### config.mk
export PLATFORM = sky130hd
export DESIGN_NAME = regfile_mp
export DESIGN_NICKNAME = d
export VERILOG_FILES = /design/src/rtl/regfile_mp.sv
export SDC_FILE = /design/constraint.sdc
export NUM_CORES = 2
export LEC_CHECK = 0
export BUFFER_PORTS_ARGS = -buffer_cell sky130_fd_sc_hd__buf_4
export CORE_UTILIZATION = 25
export CTS_BUF_LIST = sky130_fd_sc_hd__clkbuf_8 sky130_fd_sc_hd__clkbuf_16
export CTS_CLUSTER_DIAMETER = 40
export DETAILED_ROUTE_END_ITERATION = 12
export MAX_ROUTING_LAYER = met4
export PLACE_DENSITY = 0.49
export SLEW_MARGIN = 10
export SYNTH_ARGS = -nofsm -noshare
export SYNTH_HDL_FRONTEND = slang
export SYNTH_SLANG_ARGS = --single-unit
### constraint.sdc
create_clock -name clk -period 3.1 [get_ports clk]
set_input_delay 0.465 -clock clk [delete_from_list [all_inputs] [get_ports clk]]
set_output_delay 0.465 -clock clk [all_outputs]
set_load 0.005 [all_outputs]
### src/rtl/regfile_mp.sv
// regfile_mp -- multi-ported register file with a per-register busy
// scoreboard.
//
// Purpose:
//   The file holds 2**ADDR_W registers of DATA_W bits. It has two write
//   ports and NUM_RD combinational read ports. Register 0 is hard-wired
//   to zero and is never busy.
//   Each register has a busy bit that marks a pending producer:
//     - busy_set_* sets the bit.
//     - A write with wr_clr clears the bit.
//     - If a set and a clear hit the same register in one cycle, the set
//       wins, because the new producer is the one still outstanding.
//
// Build option:
//   REGFILE_BYPASS_EN   When defined, a read returns the data and busy
//                       state of a same-cycle write to the same register.
//                       Write port 1 has priority over write port 0.
//                       When undefined, reads return stored state only.
//
// Ports:
//   clk, rst_n     Clock (rising edge). Reset is asynchronous and
//                  active-low.
//   we[1:0]        Write enable for each write port.
//   wr_addr        Write address. Port p uses [p*ADDR_W +: ADDR_W].
//   wr_data        Write data. Port p uses [p*DATA_W +: DATA_W].
//   wr_clr[1:0]    An enabled write also clears busy[wr_addr].
//   busy_set_en    Mark busy_set_addr as pending.
//   busy_set_addr  Register to mark as pending.
//   rd_en          Read enable for each read port.
//   rd_addr        Read address. Port r uses [r*ADDR_W +: ADDR_W].
//   rd_data        Read data. Port r uses [r*DATA_W +: DATA_W].
//                  It is zero when the port is disabled or reads r0.
//   rd_busy        Busy flag of the addressed register. It is zero when
//                  the port is disabled or reads r0.
//   wr_conflict    Registered pulse. It is high when, in the previous
//                  cycle, both write ports were enabled to the same
//                  non-zero address.
module regfile_mp #(
  parameter int DATA_W = 32,
  parameter int ADDR_W = 5,
  parameter int NUM_RD = 4
) (
  input  logic                       clk,
  input  logic                       rst_n,
  input  logic [1:0]                 we,
  input  logic [2*ADDR_W-1:0]        wr_addr,
  input  logic [2*DATA_W-1:0]        wr_data,
  input  logic [1:0]                 wr_clr,
  input  logic                       busy_set_en,
  input  logic [ADDR_W-1:0]          busy_set_addr,
  input  logic [NUM_RD-1:0]          rd_en,
  input  logic [NUM_RD*ADDR_W-1:0]   rd_addr,
  output logic [NUM_RD*DATA_W-1:0]   rd_data,
  output logic [NUM_RD-1:0]          rd_busy,
  output logic                       wr_conflict
);

  localparam int DEPTH = 1 << ADDR_W;

  logic [DATA_W-1:0] regs [DEPTH];
  logic [DEPTH-1:0]  busy;

  // Unpacked views of the two write ports.
  logic [ADDR_W-1:0] wa [2];
  logic [DATA_W-1:0] wd [2];
  logic [1:0]        wv;   // write enabled and aimed at a real register
  logic              set_v;

  always_comb begin
    for (int p = 0; p < 2; p++) begin
      wa[p] = wr_addr[p*ADDR_W +: ADDR_W];
      wd[p] = wr_data[p*DATA_W +: DATA_W];
      wv[p] = we[p] && (wa[p] != '0);
    end
    set_v = busy_set_en && (busy_set_addr != '0);
  end

  // Storage. Index 0 is excluded from updates, so r0 stays at its reset
  // value of zero. Port 1 is tested first, so it wins a same-address
  // collision.
  always_ff @(posedge clk or negedge rst_n) begin
    if (!rst_n) begin
      for (int i = 0; i < DEPTH; i++) regs[i] <= '0;
    end else begin
      for (int i = 1; i < DEPTH; i++) begin
        if (wv[1] && (wa[1] == ADDR_W'(i)))      regs[i] <= wd[1];
        else if (wv[0] && (wa[0] == ADDR_W'(i))) regs[i] <= wd[0];
      end
    end
  end

  // Busy scoreboard. The clear is applied before the set, so a
  // same-cycle set of the same register leaves the bit high.
  always_ff @(posedge clk or negedge rst_n) begin
    if (!rst_n) begin
      busy <= '0;
    end else begin
      for (int i = 1; i < DEPTH; i++) begin
        if ((we[0] && wr_clr[0] && (wa[0] == ADDR_W'(i))) ||
            (we[1] && wr_clr[1] && (wa[1] == ADDR_W'(i))))
          busy[i] <= 1'b0;
        if (set_v && (busy_set_addr == ADDR_W'(i)))
          busy[i] <= 1'b1;
      end
    end
  end

  always_ff @(posedge clk or negedge rst_n) begin
    if (!rst_n) wr_conflict <= 1'b0;
    else        wr_conflict <= wv[0] && wv[1] && (wa[0] == wa[1]);
  end

  // Combinational read ports.
  always_comb begin
    rd_data = '0;
    rd_busy = '0;
    for (int r = 0; r < NUM_RD; r++) begin
      logic [ADDR_W-1:0] a;
      logic [DATA_W-1:0] d;
      logic              b;
      a = rd_addr[r*ADDR_W +: ADDR_W];
      d = '0;
      b = 1'b0;
      if (rd_en[r] && (a != '0)) begin
        d = regs[a];
        b = busy[a];
`ifdef REGFILE_BYPASS_EN
        // The bypass is blocked while in reset, so reads stay zero
        // regardless of the write inputs. Port 0 is checked first and
        // port 1 overrides it.
        if (rst_n) begin
          for (int p = 0; p < 2; p++) begin
            if (wv[p] && (wa[p] == a)) begin
              d = wd[p];
              if (wr_clr[p] && !(set_v && (busy_set_addr == a))) b = 1'b0;
              else                                                b = busy[a];
            end
          end
        end
`endif
      end
      rd_data[r*DATA_W +: DATA_W] = d;
      rd_busy[r] = b;
    end
  end

endmodule

======== Word-level counts from Yosys, hierarchy flattened ========
Index checks and enable logic that the tools add are counted.
cells by class
  reduce and logical (&&, ||, !) cells .... 266
  multiplexer cells ....................... 152
  bitwise gates (word level) .............. 4
  equal/unequal tests ..................... 94
  $lt $le $gt $ge ......................... 8
operators by type and width
  kind                  count
  $mux W32              74
  $bmux W32 S5          4
  $eq A5 B5 Y1 const B  48
  $logic_and A1 B1 Y1   166
  $reduce_bool A2 Y1    62
  $eq A5 B4 Y1 const B  24
  $mux W1               70
  $eq A5 B3 Y1 const B  12
  $reduce_bool A5 Y1    7
  $logic_or A1 B1 Y1    31
  $eq A5 B2 Y1 const B  6
  $ge A6 B6 Y1 const B  4
  $lt A5 B6 Y1 const B  4
  $not A5 Y6            4
  $bmux W1 S5           4
  $eq A5 B1 Y1 const B  3
  $eq A5 B5 Y1          1
word-level totals
  logic and storage cells ................. 587
  output and inout bits ................... 133
  register bits after elaboration ......... 1024
  input port bits ......................... 110

======== Logic depth before layout (Yosys ltp) ========
  depth in word-level cells ............... 5
  gate-level depth with buffers ........... 9
  mapped depth without buffers ............ 4

======== Worst setup path before layout ========
No wires, ideal clock.
  path type ............................... in2out
  start point ............................. input port rd_addr[1]
  end point ............................... output port rd_data[29]
  required time ........................... 2635 ps
  arrival ................................. 1938 ps
  stages .................................. 6
  path slack .............................. 697 ps
  path buffers ............................ 3
  cells stage by stage .................... buf_4 > buf_4 > clkbuf_1 > mux4_2 > a221oi_1 > a2bb2oi_1
between the ends
  word-level cells in the longest chain between the ends .. 5
  elaborated cells between the ends (all ways) .. 7
  those cells by class .................... mux (4); bitwise (1); reduce/logical (2)
ends and longest elaborated chain
  what                                         line  source
  from (decl)                                  52    input logic [NUM_RD*ADDR_W-1:0] rd_addr,
  $not A5 Y6 (not written as such)             125   d = regs[a];
  $bmux W32 S5                                 125
  $mux W32 (not written as such) (2 in a row)  125
  $mux W32 *                                   124   if (rd_en[r] && (a != '0)) begin
  to (decl)                                    53    output logic [NUM_RD*DATA_W-1:0] rd_data,
Mark *: on every way between the ends. The rest lies on a longest branch, timed or not. The select of a mux whose other input is x is not followed.

======== Final worst setup path ========
  start point ............................. register regs[656] (netlist bit)
  end point ............................... output port rd_data[80]
between the ends
  word-level cells in the longest chain between the ends .. 4
ends and longest elaborated chain
  what                                         line  source
  from (decl)                                  60    logic [DATA_W-1:0] regs [DEPTH];
  from (signal, indexed assignment)            86    if (wv[1] && (wa[1] == ADDR_W'(i))) regs[i] <= wd[1];
  from (signal, indexed assignment)            87    else if (wv[0] && (wa[0] == ADDR_W'(i))) regs[i] <= wd[0];
  $bmux W32 S5                                 125
  $mux W32 (not written as such) (2 in a row)  125
  $mux W32                                     124
No other way between the ends. The select of a mux whose other input is x is not followed.

==> impl_results.md <==
* Status: finished with violations
* Violated checks: setup timing
* Setup ws final at -0.125 ns
* Final min period at roughly 3.2 ns
* Die Height at between 500 and 600 µm
* Crit share post-route at 1.04
* Reg power frac at 0.341
* Logic pwr share at 0.323
* Die X at about 580 µm
* CTS tree: built
* Slew headroom at 0.286
* Number of synthesized flops with an enable pin at 0
* CTS Buf Count at roughly 190
* Syn Inst Count at 7,643
* Final setup fails at 46
* Die area at 331,000 µm²
* Placed cell count at 11,930
* Final Skew at 0 ns
* Crit Path Max Fanout at 5
* Detail Route Antenna Nets at 0
* Worst path arrival time at 2.76 ns
* Post-DP HPWL at just under 300,000 µm
* Maximum vdd drop at 0.410 mV
* Drt pass-1 iters at 6
* Syn nets at 7,753
* First-pass GRT wire length at 607,000 µm
* Largest net degree at the start of global routing at 130
* Root Buffer: clkbuf_16
* Vias post-DR at 74,253
* Number of DRC markers in iteration 0 at 10,505
* Detailed Route WL at 444,000 µm
* Sw Share at 0.357
* CP Class: flop to output port
* Post-route design area at between 100,000 and 150,000 µm²
* Register area share after synthesis at 0.312
* Mapped Area at 82,200 µm²
* Register bit total from synthesis at 1,024
* Initial antenna violation count at 37
* Drc violations at 0
* Startpoint types: flop
* RSZ-0062 raised after global routing: yes
* Total I/O pin count at 243
* Leak pwr at 42.7 nW
* Synth area leaders: dfrtp_1 31%, mux4_2 21%, mux2i_1 17%
* Pwr dens at 633 nW/µm²
* Finished Layout Cells at 12,363
* Ys async rst share at 1.00
* Layout overhead on the synthesized area at 24.7%
* Worst-margin pin slew at ~1.1 ns
* CTS Buffer Depth at 4
* Worst-path clk slew at 0.06 ns
* Gr ovfl total at 0
* Worst path required time at roughly 2.6 ns
* Effective utilization at floorplan at 0.251
* Clock latency on the worst-skew pair at 0.83 ns
* H-tree levels at 4
* Via/cell ratio at 6.01
* Share of layout cells above drive strength 1 at 0.328
* Port Buffers at 242
* Share of the synthesized area in the top cell type at 0.312
* Hold_ws at 0.0297 ns
* Net load switching power at ~0.023 W
* Syn Area/Cell at 10.8 µm²
* Cell variety after synth at a little over 70
* TNS Setup at -1.96 ns
* Max-slew violations at 0
* Num Clock Sinks at 1,024
* Avg WL per Cell at 35.9 µm
* Hold Path Class: input pin to flop
* Internal power at approximately 0.042 W
* Core area at 327,000 µm²
* Overall Global Routing Usage at 0.267
* CP Capture Type: output port
* Post-DP Area at ~93,000 µm²
* Final Hold Fails at 0
* Post-synth top area cell: dfrtp_1
* Vias in the first global route at 71,718
* Num rows at 210
* Final nets at 7,952
* Achievable Freq at 310 MHz
* Top FF cell, synth: dfrtp_1
* Routability cong. at approximately 1
* Ys Warns at 33
* Max-Cap Viols at 0
* Clk network pwr share at 0.335
metrics by stage:
| step | power, W | utilization | setup slack, ns |
|---|---|---|---|
| detailed placement | 0.0410 | 0.285 | -0.424 |
| floorplan | 0.0333 | - | 0.697 |
| CTS | 0.0639 | 0.311 | -0.149 |
| global route | 0.0670 | 0.313 | -0.153 |
| global placement | 0.0404 | 0.285 | -0.413 |
| finish | 0.0648 | 0.313 | -0.125 |
repair_timing:
action                                  in CTS  in global routing
endpoints found under the setup margin     101                102
hold endpoints to repair                   166                  0
pin swaps                                   85                 52
hold buffers                                18                  0
resized for setup                          325                181
gates cloned                                 0                  1
buffers inserted                            67                 15
worst max-delay path, stage by stage, from the launching register on:
cell and delay (ns):
dfrtp_1 0.43, mux4_2 0.50, mux2i_2 0.21, nor2_1 0.07, o31a_1 0.46, buf_6 0.18
flip-flops by register name (all words and copies together), names as in the netlist:
signal	flops
busy	31
regs	992
wr_conflict	1
cell usage after synthesis (all sizes together) (2+ instances only):
cell / number
nor3: 54
a221oi: 136
o2111a: 9
dfrtp: 1024
a211oi: 70
o32a: 5
nand3b: 9
and4bb: 2
and3b: 3
a31oi: 6
o22ai: 28
nand4b: 6
a2bb2oi: 11
nand4: 5
mux2i: 1437
a221o: 5
a2111oi: 60
a22oi: 79
o2bb2ai: 4
xnor2: 5
and3: 3
or4: 7
o2111ai: 34
a31o: 5
or2: 3
and2: 14
nor2b: 132
a21oi: 551
inv: 4
o31a: 101
buf: 443
clkbuf: 480
nand4bb: 2
o31ai: 11
nand3: 17
and4b: 3
nand2b: 12
mux2: 194
o221ai: 36
nor4: 3
o21ai: 520
nand2: 646
nor2: 648
mux4: 807
routing by layer:
metal / up-vias / share of wire / GRT usage
met5: - / 0 / -
met4: 0 / 0.092 / 0.205
met3: 1534 / 0.10 / 0.0639
met2: 5255 / 0.44 / 0.396
met1: 37777 / 0.37 / 0.313
li1: 29687 / - / -
worst paths after layout:
| path | cells past startpoint | endpoint | startpoint | slack (ns) |
|---|---|---|---|---|
| max in group asynchronous | 3 | regs[614] | rst_n | 1.63 |
| worst min-delay path | 3 | regs[793] | wr_data[57] | 0.03 |
| worst max-delay path | 5 | rd_data[80] | regs[656] | -0.13 |
| worst max register to register | 3 | busy[8] | busy[8] | 1.75 |
| min in group asynchronous | 2 | regs[456] | rst_n | 0.13 |
| worst min register to register | 2 | busy[9] | busy[9] | 0.62 |
power by group through the flow:
stage	Combinational [W]	Clock, W	Sequential (W)
global placement	0.0188	0	0.0216
detailed placement	0.0191	0	0.0219
global route	0.0221	0.0224	0.0225
CTS	0.0203	0.0219	0.0216
floorplan	0.0133	0	0.0200
finish	0.0210	0.0218	0.0221
cells in the final DEF (no fill, tap or decap), types with 15 or more instances in the layout:
master         instances
a221oi_1              80
mux2i_2               40
mux4_2               792
buf_4                586
dlygate4sd3_1         18
nor2_1               621
o21ai_0              504
bufinv_16             21
clkinvlp_4            30
dfrtp_1              956
o221ai_1              35
mux2_4                18
a2111oi_1             17
clkinv_4              22
mux2i_4               18
mux2_2               175
clkinv_2              17
mux2i_1             1379
a221oi_4              16
mux4_1                15
o31a_1                98
inv_6                 18
a21oi_1              532
o2111ai_1             20
buf_6                 67
nor2b_1              115
nand2_1              611
a221oi_2              40
o22ai_1               28
dfrtp_2               68
nor3_1                44
nand2_4               26
a211oi_1              69
buf_12               245
clkbuf_16            190
a22oi_1               67
o21ai_1               16
diode_2               31
a2111oi_0             25
final cells by class:
| cell class | instances | area, µm² |
|---|---|---|
| Antenna cell | 31 | 77.6 |
| Clock buffer | 202 | 4910 |
| Clock inverter | 131 | 1490 |
| Fill cell | 32839 | 225000 |
| Inverter | 5 | 18.8 |
| Multi-Input combinational cell | 5691 | 54300 |
| Sequential cell | 1024 | 25700 |
| Tap cell | 4346 | 5440 |
| Timing Repair Buffer | 933 | 10500 |
logic make-up after synthesis:
group / Yosys count / synth area share
compound gates: 1674 / 0.126
simple gates: 1574 / 0.0820
flops: 1024 / 0.312
buf+inv: 928 / 0.0556
xor+xnor: 5 / 0.000533
mux: 2438 / 0.424
(Power assumes the default switching activity.)
